## src/rtl/sdc_tx_block_packer.sv

```systemverilog
// SD data transmit block packer: turns a 32-bit word stream into the
// transmitter's 8-bit valid/ready/last byte stream, one SD block at a time.
// Counts blocks for single- and multi-block writes and pulses done at the end.
// Optional feature macro: SDC_PACKER_ABORT_EN adds abort/aborted; once aborted,
// the rest of the current block is padded with 8'hFF.
module sdc_tx_block_packer #(
    parameter int unsigned BLOCK_BYTES   = 512,
    parameter int unsigned CNT_W         = 16,
    parameter bit          LITTLE_ENDIAN = 1'b1
) (
    input  logic             clk,
    input  logic             rst,
    input  logic             start,
    input  logic [CNT_W-1:0] blockCount,
    input  logic [31:0]      w_data,
    input  logic             w_valid,
    output logic             w_ready,
    output logic [7:0]       out_data,
    output logic             out_valid,
    output logic             out_last,
    input  logic             out_ready,
    output logic             busy,
    output logic [CNT_W-1:0] blocksLeft,
    output logic             done
`ifdef SDC_PACKER_ABORT_EN
    ,
    input  logic             abort,
    output logic             aborted
`endif
);

    localparam int unsigned BC_W = $clog2(BLOCK_BYTES);
    localparam logic [BC_W-1:0] LAST_CNT = BC_W'(BLOCK_BYTES - 1);

    typedef enum logic [1:0] {S_IDLE, S_RUN, S_DONE} state_t;

    state_t           r_state;
    state_t           w_state_next;
    logic [31:0]      r_buf;
    logic             r_full;
    logic [1:0]       r_idx;
    logic [BC_W-1:0]  r_cnt;
    logic [CNT_W-1:0] r_left;

    logic             w_pad;
    logic             w_abort_req;
    logic             w_byte_acc;
    logic             w_block_end;
    logic             w_final;
    logic             w_word_acc;
    logic [1:0]       w_sel;

`ifdef SDC_PACKER_ABORT_EN
    logic r_pad;
    logic r_aborted;

    assign w_pad       = r_pad;
    assign w_abort_req = abort && (r_state == S_RUN);
    assign aborted     = r_aborted;

    // Pad flag lives from abort until the padded block's last byte leaves.
    always_ff @(posedge clk) begin
        if (rst) begin
            r_pad     <= 1'b0;
            r_aborted <= 1'b0;
        end else begin
            r_pad     <= (r_state == S_RUN) && (r_pad || abort) && !w_final;
            r_aborted <= r_pad && w_final;
        end
    end
`else
    assign w_pad       = 1'b0;
    assign w_abort_req = 1'b0;
`endif

    // Byte-side handshake and block/transfer boundary detection.
    always_comb begin
        out_valid   = r_full || w_pad;
        out_last    = out_valid && (r_cnt == LAST_CNT);
        w_byte_acc  = out_valid && out_ready;
        w_block_end = w_byte_acc && out_last;
        // An aborted transfer ends at the padded block's last byte.
        w_final     = w_block_end && ((r_left == CNT_W'(1)) || w_pad);
        w_sel       = LITTLE_ENDIAN ? r_idx : ~r_idx;
        out_data    = w_pad ? 8'hFF : r_buf[{w_sel, 3'b000} +: 8];
        // Refill allowed in the same cycle the buffer's last byte drains.
        w_ready     = (r_state == S_RUN) && !w_pad && !w_abort_req && !w_final &&
                      (!r_full || (w_byte_acc && (r_idx == 2'd3)));
        w_word_acc  = w_valid && w_ready;
        blocksLeft  = r_left;
    end

    // State register.
    always_ff @(posedge clk) begin
        if (rst) r_state <= S_IDLE;
        else     r_state <= w_state_next;
    end

    // Next-state logic and status outputs.
    always_comb begin
        w_state_next = r_state;
        busy         = (r_state != S_IDLE);
        done         = (r_state == S_DONE);
        unique case (r_state)
            S_IDLE: begin
                if (start) w_state_next = (blockCount != '0) ? S_RUN : S_DONE;
            end
            S_RUN: begin
                if (w_final) w_state_next = S_DONE;
            end
            S_DONE:  w_state_next = S_IDLE;
            default: w_state_next = S_IDLE;
        endcase
    end

    // Word buffer, byte index, in-block byte counter and remaining-block count.
    always_ff @(posedge clk) begin
        if (rst) begin
            r_buf  <= '0;
            r_full <= 1'b0;
            r_idx  <= '0;
            r_cnt  <= '0;
            r_left <= '0;
        end else begin
            if (r_state == S_IDLE && start) r_left <= blockCount;
            else if (w_block_end)           r_left <= r_left - CNT_W'(1);

            if (w_byte_acc) r_cnt <= (r_cnt == LAST_CNT) ? '0 : r_cnt + BC_W'(1);

            if (w_word_acc) begin
                r_buf  <= w_data;
                r_full <= 1'b1;
            end else if (w_abort_req || (w_byte_acc && !w_pad && r_idx == 2'd3)) begin
                r_full <= 1'b0;
            end

            // Buffered data is dropped on abort, so the index restarts at 0.
            if (w_abort_req)                r_idx <= '0;
            else if (w_byte_acc && !w_pad)  r_idx <= r_idx + 2'd1;
        end
    end

endmodule

```

## config.mk

```make
export PLATFORM = sky130hd
export DESIGN_NAME = sdc_tx_block_packer
export DESIGN_NICKNAME = d
export VERILOG_FILES = /design/src/rtl/sdc_tx_block_packer.sv
export SDC_FILE = /design/constraint.sdc
export NUM_CORES = 1
export LEC_CHECK = 0
export CAP_MARGIN = 20
export CELL_PAD_IN_SITES_DETAIL_PLACEMENT = 1
export CELL_PAD_IN_SITES_GLOBAL_PLACEMENT = 1
export CORE_UTILIZATION = 37
export CTS_CLUSTER_SIZE = 20
export DETAILED_ROUTE_END_ITERATION = 12
export HOLD_SLACK_MARGIN = 0.1
export PLACE_DENSITY_LB_ADDON = 0.25
export SKIP_CTS_REPAIR_TIMING = 1
export SYNTH_ARGS = -nofsm -noshare
export SYNTH_HDL_FRONTEND = slang
export SYNTH_SLANG_ARGS = --single-unit
```

## constraint.sdc

```tcl
create_clock -name clk -period 2.8 [get_ports clk]
set_input_delay 0.42 -clock clk [delete_from_list [all_inputs] [get_ports clk]]
set_output_delay 0.42 -clock clk [all_outputs]
set_load 0.05 [all_outputs]
```

# [Yosys cells after proc, flatten, opt, wreduce, memory -nomap -nowiden]
# Cells that the tools add are included.
# W data, S select, Z words.
[op_classes] addsub=3 eq_ne=7 n_shift=1 muxes=9 reduce_logical=18
[ops] operator="$mux W16" count=2
[ops] operator="$shiftx A32 B6 Y8" count=1
[ops] operator="$eq A16 B1 Y1 const B" count=1
[ops] operator="$reduce_bool A16 Y1" count=1
[ops] operator="$sub A16 B1 Y16 const B" count=1
[ops] operator="$add A9 B1 Y9 const B" count=1
[ops] operator="$eq A9 B9 Y1 const B" count=1
[ops] operator="$logic_and A1 B1 Y1" count=9
[ops] operator="$mux W9" count=1
[ops] operator="$mux W2" count=3
[ops] operator="$reduce_bool A2 Y1" count=3
[ops] operator="$eq A2 B2 Y1 const B" count=2
[ops] operator="$ne A2 B2 Y1 const B" count=2
[ops] operator="$pmux W2 S2" count=1
[ops] operator="$add A2 B1 Y2 const B" count=1
[ops] operator="$eq A2 B1 Y1 const B" count=1
[ops] operator="$logic_not A1 Y1" count=2
[ops] operator="$logic_not A2 Y1" count=1
[ops] operator="$mux W1" count=2
[ops] operator="$reduce_and A2 Y1" count=1
[ops] operator="$logic_or A1 B1 Y1" count=1
[totals] ff_bits=62 input_bits=53 out_inout_bits=29 wordCells=44

# [Longest topological paths before layout]
[depth] word_depth=9 mapped_depth=9 depth_no_buf=8

# [Worst setup path after synthesis]
# No wires, ideal clock.
[synth_timing] kind="reg2out" from="reg r_left[7], in the netlist blocksLeft[7]" to="out w_ready" arrival_time_ns=2.147 required_ns=2.380 path_slack_ns=0.233 path_stages_with_launch=5 path_buffers=0 path_cell_list="dfxtp_1 > or4_4 > or4_1 > o21ai_0 > nor2b_1"
[synth_between] elab_chain_len=5
[synth_lines] item="from (decl)" line="43" text="logic [CNT_W-1:0] r_left;"
[synth_lines] item="from (signal assigned)" line="125" text="if (r_state == S_IDLE && start) r_left <= blockCount;"
[synth_lines] item="from (signal assigned)" line="126" text="else if (w_block_end) r_left <= r_left - CNT_W'(1);"
[synth_lines] item="$eq A16 B1 Y1" line="83" text="w_final = w_block_end && ((r_left == CNT_W'(1)) || w_pad);"
[synth_lines] item="$logic_and A1 B1 Y1" line="83"
[synth_lines] item="$logic_not A1 Y1" line="87" text="w_ready = (r_state == S_RUN) && !w_pad && !w_abort_req && !w_final &&"
[synth_lines] item="$logic_and A1 B1 Y1 (2 in series)" line="87"
[synth_lines] item="to (decl)" line="17" text="output logic w_ready,"
# No other way between the ends.

# [Worst setup path after layout]
# Ends and elaborated chain as after synthesis.

==> summary by stage <==
Timing
The smallest clock period supported by the final layout is computed as ~2700 ps. The share of the cycle needed by the critical path after routing is 96.4%. The final number of setup-violating endpoints is 0.

The worst slew margin relative to its limit is roughly 64%. The pin slew with the least headroom to its limit is between 500 and 600 ps. Setup repair after global routing left no endpoint under its margin.

For the final routed database, the setup TNS stands at 0 ps. The total count of max-transition violations in the final report came to 0. The highest attainable clock frequency is 371 MHz. The worst clock skew is 8.39 ps.

The final hold violation count came to 0.

CTS
The H-tree depth is 3. For the worst-skew pair, the clock arrives at the later sink with an insertion delay of 340 ps. For this design, the sink count on the clock tree is just over 60. The clock-pin transition on the worst setup and hold timing paths is around 70 ps.

The buffer depth of the longest clock path is 2. The number of buffers added by the clock tree synthesis step is 9. The cell chosen for the clock root is clkbuf_8. TritonCTS built the clock tree.

Critical path
The largest fanout of any net on the critical path is 7. The longest individual stage delay on the worst path is 600 ps. Together, buffers and inverters on the worst path number 1. In this design, the critical path's most frequently occurring cell is or4_4.

The worst setup path is launched from a register. The largest individual stage delay along the critical path comes from the cell or4_4. The arrival time of data at the critical path endpoint is 2280 ps. The critical path runs through a total of 5 cells. STA classifies the critical path endpoint as a primary output.

The critical path goes through or4_4, or4_4, o21ai_2, nor2b_1, buf_6. The family with the most delay on the worst path is simple AND/OR/NAND/NOR gates. The category of the most critical setup path is register to primary output. The worst register-to-register path has a depth of 8. Data on the critical path is required at its endpoint by 2380 ps.

Power
The clock network accounts for about a third of the total power. Across the VDD grid, the largest voltage drop is approximately 0.25 mV. In this run the power density over the cells is between 500 and 600 nW/µm². Summing internal, switching and leakage power gives roughly 0.0022 W.

The internal power summed over all cells is between 0.0015 and 0.002 W. The cell leakage power is about 1.5 nW. The analysis attributes to net switching a power of between 0.0006 and 0.0007 W. Combinational cells account for about a fifth of the total power. The net switching share of the total power is between 20% and 30%. The sequential share of power is between 40 and 50%.

Route
The detailed-route wire length per cell is between 15 and 20 µm. The final route contains approximately 2800 vias. The post-detailed-route count of antenna-violating nets is 0. For this block, the initial DRC count from the detailed router was 68.

Using the TritonRoute via totals, the vias-per-cell ratio works out to between 5 and 6. The detailed-route wire length is around 8500 µm. The first detailed-routing pass took 4 iterations. For this run, design rule violations remaining after detail routing come to 0.

Final layout
The filler cell count is 970. The commonest non-fill, non-tap cell in the layout is clkdlybuf4s50_1. The post-layout net count is 473. The number of antenna diodes in the final layout is 0. In the layout the commonest cells are clkdlybuf4s50_1, nand2b_1, dfxtp_1, mux2i_1, nor2_1.

The share of final-layout standard cells stronger than drive strength 1 is about 11%. Relative to the synthesized area, the layout overhead comes to 36.8%.

Worst hold path
Counting instances, the worst hold path has a depth of 2. The class of the tightest hold or removal check is register to register.

Die
From bottom edge to top edge, the die measures approximately 94 µm. The core area is between 8000 and 9000 µm². The die boundary width is between 90 and 100 µm. During I/O placement, the number of pins put on the boundary was ~80. Once the floorplan was initialized, standard cells occupied 38.3% of the core. The number of rows in the core area is 33.

The floorplan die area is 8910 µm².

Logic synthesis
The number of warnings reported in the yosys synthesis log is 0. Synthesis produced a netlist with a net count of 394. The sequential share of the synthesized area is between 30% and 40%.

Among all flip-flop cells after synthesis, the most frequent one is dfxtp_1. The total of flip-flops plus latches after synthesis is 62. The async set-or-reset flop fraction in the synthesized netlist is 0%. Counting flops with a built-in enable in the synthesized netlist gives 0.

The average cell area after synthesis is about 9.4 µm². Counting distinct cell types in the post-synthesis netlist gives 32. The synthesized netlist cell count is 336. In this run the cell area of the synthesized design comes to about 3200 µm².

GRT
The maximum number of pins on one net before global-route repair is 40. The via count of the first global-routing pass is approximately 2800. The remaining global-route overflow is 0. The initial antenna violation count was 0. The total routing resource utilization after global routing is 20.0%.

The wire length of the first global-routing pass is between 10000 and 15000 µm.

Run
The number of max-capacitance violations reported is 0.

Placed design
The wire-length estimate of the detail-placed layout is between 6000 and 7000 µm. The congestion estimate from routability-driven global placement came to ~0.84. Port buffering added just over 80 buffers.

Status
The flow ran to the end, and the final reports show no timing, DRC or antenna violations.
[metrics by stage]
stage	worst slack, ps	utilization [%]	hold slack, ps	cells	area, µm²
final	101	52.3	473	525	4320
after global routing	3.18	52.3	493	525	4320
after CTS	-197	51.9	474	525	4290
after detailed placement	175	49.6	462	509	4100
after global placement	268	49.6	455	509	4100
after floorplan	233	-	439	336	3160
[final timing paths]
kind                                              endpoint  slack (ps)                       start
worst max-delay path                               w_ready         100  blocksLeft[7]$_SDFFE_PP0P_
worst min-delay path                 r_cnt[8]$_SDFFE_PP0P_         470       r_cnt[8]$_SDFFE_PP0P_
worst max register to register  blocksLeft[9]$_SDFFE_PP0P_         280       r_cnt[0]$_SDFFE_PP0P_
worst min register to register       r_cnt[8]$_SDFFE_PP0P_         470       r_cnt[8]$_SDFFE_PP0P_
[power by group through the flow]
stage          Clock (W)  Sequential, W  Combinational [W]
2_1_floorplan          0        0.00104           0.000197
3_3_place_gp           0       0.000981           0.000438
3_5_place_dp           0       0.000985           0.000442
4_1_cts         0.000795       0.000966           0.000446
5_1_grt         0.000834       0.000972           0.000474
6_report        0.000770       0.000966           0.000444
[state kept, by name (all words and copies together) (netlist names)]
signal,cells
out_valid,1
r_idx,2
r_buf,32
r_cnt,9
r_state,2
blocksLeft,16
[cell type report]
class / instances / area [µm²] / area share [%]
Multi-Input combinational cell: 250 / 1860 / 43.1
Sequential cell: 62 / 1250 / 28.9
Timing Repair Buffer: 89 / 880 / 20.4
Tap cell: 105 / 131 / 3.04
Clock buffer: 10 / 128 / 2.95
Clock inverter: 6 / 62.6 / 1.45
Inverter: 3 / 11.3 / 0.261
[worst register-to-register path, stage by stage (launching register included)]
cell and delay (ps):
dfxtp_4 370, ha_4 150, nand3_1 70, nor2_1 120
ha_2 230, nand3_1 210, or4_1 620, or4_1 430
a311oi_1 240
[logic make-up (layout without fill, tap and decap cells)]
group | Yosys count | after routing | share of synthesized area [%]
flops | 62 | 62 | 39.3
mux | 40 | 40 | 15.8
simple gates | 154 | 154 | 27.9
fa+ha+maj | 5 | 5 | 1.98
xor+xnor | 17 | 17 | 4.71
buf+inv | 24 | 108 | 2.85
compound gates | 34 | 34 | 7.41
[layer usage]
| layer | GRT usage [%] | up-vias | share of wire (%) |
|---|---|---|---|
| met5 | 0 | - | 0 |
| met4 | 8.21 | 0 | 1.5 |
| met3 | 4.11 | 9 | 5.4 |
| met2 | 34.6 | 74 | 49 |
| met1 | 24.0 | 1325 | 44 |
| li1 | - | 1344 | - |
[cells in the mapped netlist (7+ instances only)]
library cell / n / area [µm²]
or4_1: 7 / 52.6
nand2b_1: 66 / 413
clkbuf_1: 20 / 75.1
a211oi_1: 11 / 82.6
nand2_1: 13 / 48.8
xnor2_1: 12 / 105
nor2_1: 25 / 93.8
mux2i_1: 32 / 320
mux4_2: 8 / 180
nor4_1: 10 / 62.6
a21oi_1: 8 / 40.0
dfxtp_1: 62 / 1240
No activity file was read; power rests on OpenSTA's default activity.
